==> config.mk <==
export PLATFORM = sky130hd
export DESIGN_NAME = vram_arbiter_flat
export DESIGN_NICKNAME = d
export VERILOG_FILES = /design/src/rtl/vram_arbiter_if.sv /design/src/rtl/vram_arbiter.sv /design/src/flat_wrapper.sv
export SDC_FILE = /design/constraint.sdc
export NUM_CORES = 1
export LEC_CHECK = 0
export CORE_MARGIN = 3
export CORE_UTILIZATION = 38
export DETAILED_ROUTE_END_ITERATION = 6
export PLACE_DENSITY = 0.86
export SLEW_MARGIN = 20
export SYNTH_ARGS = -nofsm -noshare
export SYNTH_HDL_FRONTEND = slang
export SYNTH_SLANG_ARGS = --single-unit
==> constraint.sdc <==
create_clock -name clk_i -period 2.6 [get_ports clk_i]
set_input_delay 0.52 -clock clk_i [delete_from_list [all_inputs] [get_ports clk_i]]
set_output_delay 0.52 -clock clk_i [all_outputs]
set_load 0.02 [all_outputs]
==> src/rtl/vram_arbiter_if.sv <==
// ============================================================================
// Module  : vram_arbiter_if
// Brief   : Video / CPU / VRAM signal bundle seen by the VRAM arbiter.
// Revision: 1.0 - initial release
// ============================================================================
`timescale 1ns/1ps
`default_nettype none

interface vram_arbiter_if #(
    parameter int ADDR_W = 16,
    parameter int DATA_W = 8
);
    // Video scanout side
    logic              vid_req;
    logic [ADDR_W-1:0] vid_a;
    logic [DATA_W-1:0] vid_q;

    // CPU side
    logic              cpu_req;
    logic              cpu_we;
    logic [ADDR_W-1:0] cpu_a;
    logic [DATA_W-1:0] cpu_d;
    logic [DATA_W-1:0] cpu_q;
    logic              cpu_ack;

    // VRAM macro side
    logic [ADDR_W-1:0] mem_a;
    logic [DATA_W-1:0] mem_d;
    logic              mem_we;
    logic [DATA_W-1:0] mem_q;

    // Environment: scanout, CPU bus decoder and the VRAM macro
    modport master (
        output vid_req, vid_a, cpu_req, cpu_we, cpu_a, cpu_d, mem_q,
        input  vid_q, cpu_q, cpu_ack, mem_a, mem_d, mem_we
    );

    // Arbiter
    modport slave (
        input  vid_req, vid_a, cpu_req, cpu_we, cpu_a, cpu_d, mem_q,
        output vid_q, cpu_q, cpu_ack, mem_a, mem_d, mem_we
    );
endinterface

`default_nettype wire

==> src/rtl/vram_arbiter.sv <==
// ============================================================================
// Module  : vram_arbiter
// Brief   : Single-port VRAM arbiter; video reads always win, CPU gets idle slots.
// Revision: 1.0 - initial release
// ============================================================================
`timescale 1ns/1ps
`default_nettype none

module vram_arbiter #(
    parameter int ADDR_W  = 16,
    parameter int DATA_W  = 8,
    parameter int STALL_W = 16
) (
    input  logic               clk_i,
    input  logic               rst_i,
    vram_arbiter_if.slave      bus,
    output logic [STALL_W-1:0] stall_cnt_o
);

    localparam int                 c_STATE_W    = 2;
    localparam logic [c_STATE_W-1:0] c_ST_IDLE    = 2'd0;
    localparam logic [c_STATE_W-1:0] c_ST_RD_WAIT = 2'd1;
    localparam logic [c_STATE_W-1:0] c_ST_ACK     = 2'd2;

    logic [c_STATE_W-1:0] state_q, state_d;
    logic                 cpu_ack_q, cpu_ack_d;
    logic [DATA_W-1:0]    cpu_q_q, cpu_q_d;
    logic [STALL_W-1:0]   stall_q, stall_d;

    logic [ADDR_W-1:0]    w_mem_a;
    logic                 w_mem_we;

    // ------------------------------------------------------------------
    // State register
    // ------------------------------------------------------------------
    always_ff @(posedge clk_i) begin
        if (rst_i) begin
            state_q   <= c_ST_IDLE;
            cpu_ack_q <= 1'b0;
            cpu_q_q   <= '0;
            stall_q   <= '0;
        end else begin
            state_q   <= state_d;
            cpu_ack_q <= cpu_ack_d;
            cpu_q_q   <= cpu_q_d;
            stall_q   <= stall_d;
        end
    end

    // ------------------------------------------------------------------
    // Next-state logic: new CPU requests are accepted only from IDLE
    // ------------------------------------------------------------------
    always_comb begin
        state_d = state_q;
        case (state_q)
            c_ST_IDLE: begin
                if (bus.cpu_req && !bus.vid_req) begin
                    state_d = bus.cpu_we ? c_ST_ACK : c_ST_RD_WAIT;
                end
            end
            c_ST_RD_WAIT: state_d = c_ST_ACK;
            c_ST_ACK:     state_d = c_ST_IDLE;
            default:      state_d = c_ST_IDLE;
        endcase
    end

    // ------------------------------------------------------------------
    // Output / datapath logic
    // ------------------------------------------------------------------
    always_comb begin
        w_mem_a   = bus.vid_a;
        w_mem_we  = 1'b0;
        cpu_ack_d = 1'b0;
        cpu_q_d   = cpu_q_q;
        stall_d   = stall_q;
        case (state_q)
            c_ST_IDLE: begin
                if (bus.cpu_req) begin
                    if (!bus.vid_req) begin
                        w_mem_a   = bus.cpu_a;
                        w_mem_we  = bus.cpu_we & ~rst_i;
                        cpu_ack_d = bus.cpu_we;
                    end else if (stall_q != {STALL_W{1'b1}}) begin
                        stall_d = stall_q + STALL_W'(1);
                    end
                end
            end
            // mem_q now carries the word addressed last cycle, whatever video does now
            c_ST_RD_WAIT: begin
                cpu_q_d   = bus.mem_q;
                cpu_ack_d = 1'b1;
            end
            default: ;
        endcase
    end

    assign bus.mem_a   = w_mem_a;
    assign bus.mem_we  = w_mem_we;
    assign bus.mem_d   = bus.cpu_d;
    assign bus.vid_q   = bus.mem_q;
    assign bus.cpu_q   = cpu_q_q;
    assign bus.cpu_ack = cpu_ack_q;
    assign stall_cnt_o = stall_q;

    // ------------------------------------------------------------------
    // Protocol properties
    // ------------------------------------------------------------------
    a_video_never_blocked : assert property (
        @(posedge clk_i) disable iff (rst_i) !(bus.vid_req && w_mem_we));

    a_ack_single_pulse : assert property (
        @(posedge clk_i) disable iff (rst_i) cpu_ack_q |=> !cpu_ack_q);

    a_ack_only_in_ack : assert property (
        @(posedge clk_i) disable iff (rst_i) cpu_ack_q |-> (state_q == c_ST_ACK));

endmodule

`default_nettype wire

==> src/flat_wrapper.sv <==
// flat-port wrapper written by rule: the top's interface ports become plain ports
module vram_arbiter_flat 
#(
    parameter int ADDR_W  = 16,
    parameter int DATA_W  = 8,
    parameter int STALL_W = 16
)
  (clk_i, rst_i, stall_cnt_o, bus_vid_req, bus_vid_a, bus_cpu_req, bus_cpu_we, bus_cpu_a, bus_cpu_d, bus_mem_q, bus_vid_q, bus_cpu_q, bus_cpu_ack, bus_mem_a, bus_mem_d, bus_mem_we);
  vram_arbiter_if #(.ADDR_W(ADDR_W), .DATA_W(DATA_W)) bus_i ();
  input  logic clk_i;
  input  logic rst_i;
  output logic [STALL_W-1:0] stall_cnt_o;
  input wire logic [$bits(bus_i.vid_req)-1:0] bus_vid_req;
  input wire logic [$bits(bus_i.vid_a)-1:0] bus_vid_a;
  input wire logic [$bits(bus_i.cpu_req)-1:0] bus_cpu_req;
  input wire logic [$bits(bus_i.cpu_we)-1:0] bus_cpu_we;
  input wire logic [$bits(bus_i.cpu_a)-1:0] bus_cpu_a;
  input wire logic [$bits(bus_i.cpu_d)-1:0] bus_cpu_d;
  input wire logic [$bits(bus_i.mem_q)-1:0] bus_mem_q;
  output wire logic [$bits(bus_i.vid_q)-1:0] bus_vid_q;
  output wire logic [$bits(bus_i.cpu_q)-1:0] bus_cpu_q;
  output wire logic [$bits(bus_i.cpu_ack)-1:0] bus_cpu_ack;
  output wire logic [$bits(bus_i.mem_a)-1:0] bus_mem_a;
  output wire logic [$bits(bus_i.mem_d)-1:0] bus_mem_d;
  output wire logic [$bits(bus_i.mem_we)-1:0] bus_mem_we;
  assign bus_i.vid_req = bus_vid_req;
  assign bus_i.vid_a = bus_vid_a;
  assign bus_i.cpu_req = bus_cpu_req;
  assign bus_i.cpu_we = bus_cpu_we;
  assign bus_i.cpu_a = bus_cpu_a;
  assign bus_i.cpu_d = bus_cpu_d;
  assign bus_i.mem_q = bus_mem_q;
  assign bus_vid_q = bus_i.vid_q;
  assign bus_cpu_q = bus_i.cpu_q;
  assign bus_cpu_ack = bus_i.cpu_ack;
  assign bus_mem_a = bus_i.mem_a;
  assign bus_mem_d = bus_i.mem_d;
  assign bus_mem_we = bus_i.mem_we;
  vram_arbiter #(.ADDR_W(ADDR_W), .DATA_W(DATA_W), .STALL_W(STALL_W)) u_core (.clk_i(clk_i), .rst_i(rst_i), .bus(bus_i), .stall_cnt_o(stall_cnt_o));
endmodule
==> metrics, run 1 <==
run status finished, final reports clean; antenna cells 0; number of setup buffers added after CTS 0; Final Hold Fails 0; sort of element at the start of the critical path input port; Synthesized Nets 231; register share of total power 47.9%; stage delay of the slowest cell on the critical path 0.46 ns; critical path data required time 2.08 ns; placer's final routability congestion estimate 0.7657; Seq cells post-synth 27; area overhead of the layout relative to synthesis 55.62%; switching pwr 0.0002288 W; sum of negative setup slack 0 ns; top library cells by usage in the layout, fill and taps aside clkdlybuf4s50_1, dfxtp_1, mux2_2; vias per cell 5.293; Worst Hold Class flop to flop; Combinational Power Share 25.3%; start-to-end type of the worst setup path input port to output port; Arr. time, crit path 1.98 ns; global-route wire length before repair 7493 µm; Power, Total 0.0008853 W; Reg clk slew, reported paths 0.09 ns; sum of routed wire length over all layers 4486 µm; global-route track usage on met3 3.267%; worst setup timing slack at the placement stage -0.3050 ns; post-DR wirelength/cell 14.42 µm; width of the chip 71.15 µm; area of the placeable core 4058 µm²; initial core utilization 39.75%; proportion of power drawn by the clock network 26.8%; number of pins exceeding their max-slew limit in the final report 0; antenna violations before repair 0; worst voltage drop across the vdd grid 0.2090 mV; routed vias 1646; CTS sink cnt 27; RSZ-0062 raised after global routing no; Critical Path Fanout Max 18; fraction of final layout cells with drive strength greater than 1 21.84%; Yosys Warn Count 0; fill cell total of the finished layout 348; final core utilization 61.86%; pin count of the biggest net entering global routing 34; via count of the first global-routing pass 1643; Static Leakage 0.8976 nW; Die Y 71.15 µm; min setup slack post-route 0.09803 ns; worst path cell trace clkdlybuf4s50_1 > nor4b_4 > buf_12 > mux2_2 > buf_2; max capacitance violation total 0; final-report setup violation count 0; met1 routing resource usage after global routing 22.17%; count of placed standard cells in the final layout, fillers left out 311; # hold bufs at CTS 0; post-route fraction of the period consumed by the critical path 96.23%; area of the mapped netlist 1613 µm²; Switching Fraction 25.84%; proportion of synthesized chip area in sequential cells 33.51%; endpoint type of the worst setup path output port; CTS tree done; post-route antenna net violation count 0; transition time at the pin with the least slew margin 0.5658 ns; Buffers on Ports 94; most frequent standard cell in the layout excluding fill and tap cells clkdlybuf4s50_1; later-pin clock latency in the skew report 0.27 ns; number of buffers inserted during clock tree synthesis 3; DRC 0; clock root buffer clkbuf_8; CP max stage cell clkdlybuf4s50_1; GRT Overall Usage 18.04%; worst setup skew after layout 0.006865 ns; tightest slew margin relative to the limit 61.99%; nets@finish 316; top-level port count 111; Cell Pwr Density 352.7 nW/µm²; FMAX 0.3997 GHz; final HPWL from detailed placement 3560 µm; 1st-iter DRT viols 97; number of standard-cell rows in the floorplan 23; met2 usage 33.27%; number of unique standard cell types used by synthesis 34; overflow left after global routing 0; H-tree depth 1; syn avg cell area 9.112 µm²; placed cell count 307; cell types with the largest area share after synthesis dfxtp_1, mux2_2, buf_4; minimum clock period 2.502 ns; area fraction of the dominant cell type after synthesis 33.51%; routing layer with the top usage in global route met2; Clock Tree Buf Depth 2; DRT Pass-1 Iters 4; count of mapped cells out of synthesis 177; die area 5062 µm²; library cell with the largest summed area after synthesis dfxtp_1; internal power 0.0006566 W
## cell type report
type / count / area [µm²] / share of cell area, %
timing repair buffer: 103 / 939.7 / 37.44
multi-input combinational: 124 / 910.9 / 36.29
inverter: 3 / 11.26 / 0.4487
sequential: 27 / 540.5 / 21.54
tap: 50 / 62.56 / 2.493
clock buffer: 4 / 45.04 / 1.795
## power groups by stage
stage	Clock (W)	Sequential, W	Combinational, W
6_report	0.000237	0.000424	0.000224
3_3_place_gp	0	0.000434	0.000241
4_1_cts	0.000245	0.000424	0.000238
3_5_place_dp	0	0.000434	0.000246
2_1_floorplan	0	0.000439	0.000119
5_1_grt	0.000259	0.000426	0.000240
## flip-flops by register name (all words and copies together) (netlist names)
name and count:
u_core.stall_cnt_o 16, u_core.bus.cpu_q 8, u_core.state_q 2, u_core.bus.cpu_ack 1
## cells in the mapped netlist (all sizes together)
library cell / count
dfxtp: 27
mux2: 22
buf: 19
nor2: 18
a21oi: 12
mux2i: 8
or4: 8
nand4: 7
nand2: 6
nor2b: 6
nand3: 5
o31ai: 5
clkbuf: 4
nor3: 4
nor4: 4
o21ai: 4
inv: 3
or3: 3
nor3b: 2
a31oi: 1
a41o: 1
and2: 1
and3b: 1
and4: 1
and4bb: 1
ha: 1
nand4bb: 1
nor4b: 1
or3b: 1
## cell families (layout without fill, tap and decap cells)
| kind of cell | after synthesis | after routing | synth area share (%) |
|---|---|---|---|
| AND/OR/NAND/NOR | 70 | 70 | 27.08 |
| multiplexers | 30 | 30 | 20.33 |
| AO/OA/AOI/OAI | 23 | 23 | 8.302 |
| buffers and inverters | 26 | 110 | 10.01 |
| flip-flops | 27 | 27 | 33.51 |
| adder cells (fa/ha/maj) | 1 | 1 | 0.7757 |
## routing by layer
metal | up-vias | routed length (µm)
li1 | 806 | -
met1 | 760 | 1755
met2 | 78 | 2400
met3 | 2 | 304
met4 | 0 | 25
met5 | - | 0
## worst max-delay path, delay by kind of cell
family | cells | cell delay, ns
multiplexers | 1 | 0.35
AND/OR/NAND/NOR | 1 | 0.29
buffers and inverters | 3 | 0.81
## what timing repair did
item / CTS / global route
endpoints found under the hold margin: 0 / 0
cloned: 0 / 0
setup endpoints to repair: 17 / 13
gates resized for setup: 52 / 13
## final timing paths
| kind | to | from | depth (start not counted) | slack (ns) |
|---|---|---|---|---|
| setup / recovery | bus_mem_a[3] | bus_vid_req | 5 | 0.1 |
| setup reg to reg | u_core.stall_cnt_o[13] | u_core.stall_cnt_o[0] | 5 | 0.66 |
| hold reg to reg | u_core.bus.cpu_q[2] | u_core.bus.cpu_q[2] | 2 | 0.50 |
| hold / removal | u_core.bus.cpu_q[2] | u_core.bus.cpu_q[2] | 2 | 0.50 |
## metrics by stage
step / area, µm² / hold slack (ns)
2_1_floorplan: 1613 / 0.5310
3_3_place_gp: 2546 / 0.4738
3_5_place_dp: 2546 / 0.4825
4_1_cts: 2591 / 0.5048
5_1_grt: 2510 / 0.5463
6_report: 2510 / 0.4979
No activity file was read; power rests on OpenSTA's default activity.
==> run 2: changes to the inputs <==
Settings changed: SKIP_LAST_GASP set to 1, SLEW_MARGIN 20 to unset.
==> metrics, run 2 (synthesis results as in run 1) <==
Worst Hold Class flop to flop; critical path data required time 2.08 ns; Die Y 71.15 µm; via count of the first global-routing pass 1634; reg-to-reg critical path startpoint u_core.stall_cnt_o[0]; CP max stage cell clkdlybuf4s50_1; FMAX 0.3756 GHz; number of buffers inserted during clock tree synthesis 3; number of pins exceeding their max-slew limit in the final report 0; width of the chip 71.15 µm; vias per cell 5.290; CP Buf/Inv Count 4; start-to-end type of the worst setup path input port to output port; DRC 0; fraction of final layout cells with drive strength greater than 1 22.35%; minimum clock period 2.662 ns; antenna violations before repair 0; Buffers on Ports 94; failing checks negative setup slack; DRT Pass-1 Iters 4; number of standard-cell rows in the floorplan 23; nets@finish 319; Static Leakage 0.9231 nW; run status finished with violations; min setup slack post-route -0.06234 ns; max capacitance violation total 0; transition time at the pin with the least slew margin 0.5649 ns; worst setup skew after layout 0.003560 ns; global-route wire length before repair 7424 µm; Cell Pwr Density 351.5 nW/µm²; initial core utilization 39.75%; Arr. time, crit path 2.14 ns; Power, Total 0.0008981 W; post-DR wirelength/cell 14.57 µm; routed vias 1661; top-level port count 111; Reg clk slew, reported paths 0.09 ns; clock root buffer clkbuf_8; placer's final routability congestion estimate 0.7657; area of the placeable core 4058 µm²; worst voltage drop across the vdd grid 0.2251 mV; sum of negative setup slack -0.06234 ns; path length in cells of the critical path 6; area overhead of the layout relative to synthesis 58.42%; top library cells by usage in the layout, fill and taps aside clkdlybuf4s50_1, dfxtp_1, mux2_2; final-report setup violation count 1; first element of the critical path bus_vid_req; pin count of the biggest net entering global routing 34; sum of routed wire length over all layers 4576 µm; GRT Overall Usage 17.87%; H-tree depth 1; CTS tree done; number of flip-flops in the largest register 16; RSZ-0062 raised after global routing yes; CTS sink cnt 27; placed cell count 307; Min-Delay Startpoint u_core.bus.cpu_q[2]; post-route antenna net violation count 0; later-pin clock latency in the skew report 0.27 ns; Final Hold Fails 0; overflow left after global routing 0; Design Area, Final 2555 µm²; most frequent standard cell in the layout excluding fill and tap cells clkdlybuf4s50_1; 1st-iter DRT viols 81; dominant delay contributor by cell family on the critical path buffers and inverters; Critical Path Fanout Max 9; final HPWL from detailed placement 3560 µm; number of cells on the worst hold path 2; sort of element at the start of the critical path input port; post-route fraction of the period consumed by the critical path 102.4%; Clock Tree Buf Depth 2; worst path cell trace clkdlybuf4s50_1 > nor4b_4 > buf_4 > buf_12 > mux2_2 > clkdlybuf4s15_1; antenna cells 0; number of cells on the worst reg-to-reg path 5; instance area after placement 2546 µm²; die area 5062 µm²; tightest slew margin relative to the limit 62.05%; count of placed standard cells in the final layout, fillers left out 314; stage delay of the slowest cell on the critical path 0.46 ns; endpoint type of the worst setup path output port
run 2: cell types whose count changed in the layout (fill, tap and decap cells not counted):
cell / before / now
buf_4: 8 / 10
clkdlybuf4s15_1: 0 / 1
clkbuf_16: 0 / 1
buf_2: 16 / 0
clkbuf_2: 0 / 15
run 2: timing repair:
action,in CTS,in global routing
gates cloned,0,1
setup buffers,0,2
resized for setup,17,31
setup endpoints to repair,17,16
hold buffers,0,0
run 2: area by class of cell:
| class | count | area [µm²] |
|---|---|---|
| clock buffer | 4 | 45.04 |
| fill | 343 | 1503 |
| inverter | 3 | 11.26 |
| multi-input combinational | 124 | 910.9 |
| sequential | 27 | 540.5 |
| tap | 50 | 62.56 |
| timing repair buffer | 106 | 984.7 |
run 2: layer usage:
layer / routed length [µm] / vias up / GRT usage, %
li1: - / 814 / -
met2: 2477 / 67 / 32.86
met5: 0 / - / 0
met3: 332 / 2 / 3.125
met1: 1740 / 778 / 22.09
met4: 25 / 0 / 2.505
run 2: power breakdown:
group          internal [W]  total [W]  switching, W
clock              0.000110   0.000241      0.000131
sequential         0.000419   0.000424    0.00000541
combinational      0.000134   0.000233     0.0000989
total              0.000663   0.000898      0.000235
run 2: final timing paths:
| kind | slack, ns | to |
|---|---|---|
| min reg2reg | 0.50 | u_core.bus.cpu_q[2] |
| min | 0.50 | u_core.bus.cpu_q[2] |
| max | -0.06 | bus_mem_a[3] |
| max reg2reg | 0.68 | u_core.stall_cnt_o[13] |
run 2: stage by stage:
step / hold WS (ns) / util (%) / setup WS (ns)
after floorplan: 0.5310 / - / 0.4480
after global placement: 0.4738 / 62.75 / -0.2428
after detailed placement: 0.4825 / 62.75 / -0.3050
after CTS: 0.5048 / 63.34 / -0.08939
after global routing: 0.5463 / 62.97 / -0.09941
final: 0.4991 / 62.97 / -0.06234
run 2: worst register-to-register path, cell delays in order, from the launching register on:
cell,delay [ns]
dfxtp_1,0.42
ha_1,0.32
nand3_1,0.16
or4_1,0.45
nand4_1,0.14
mux2_2,0.33
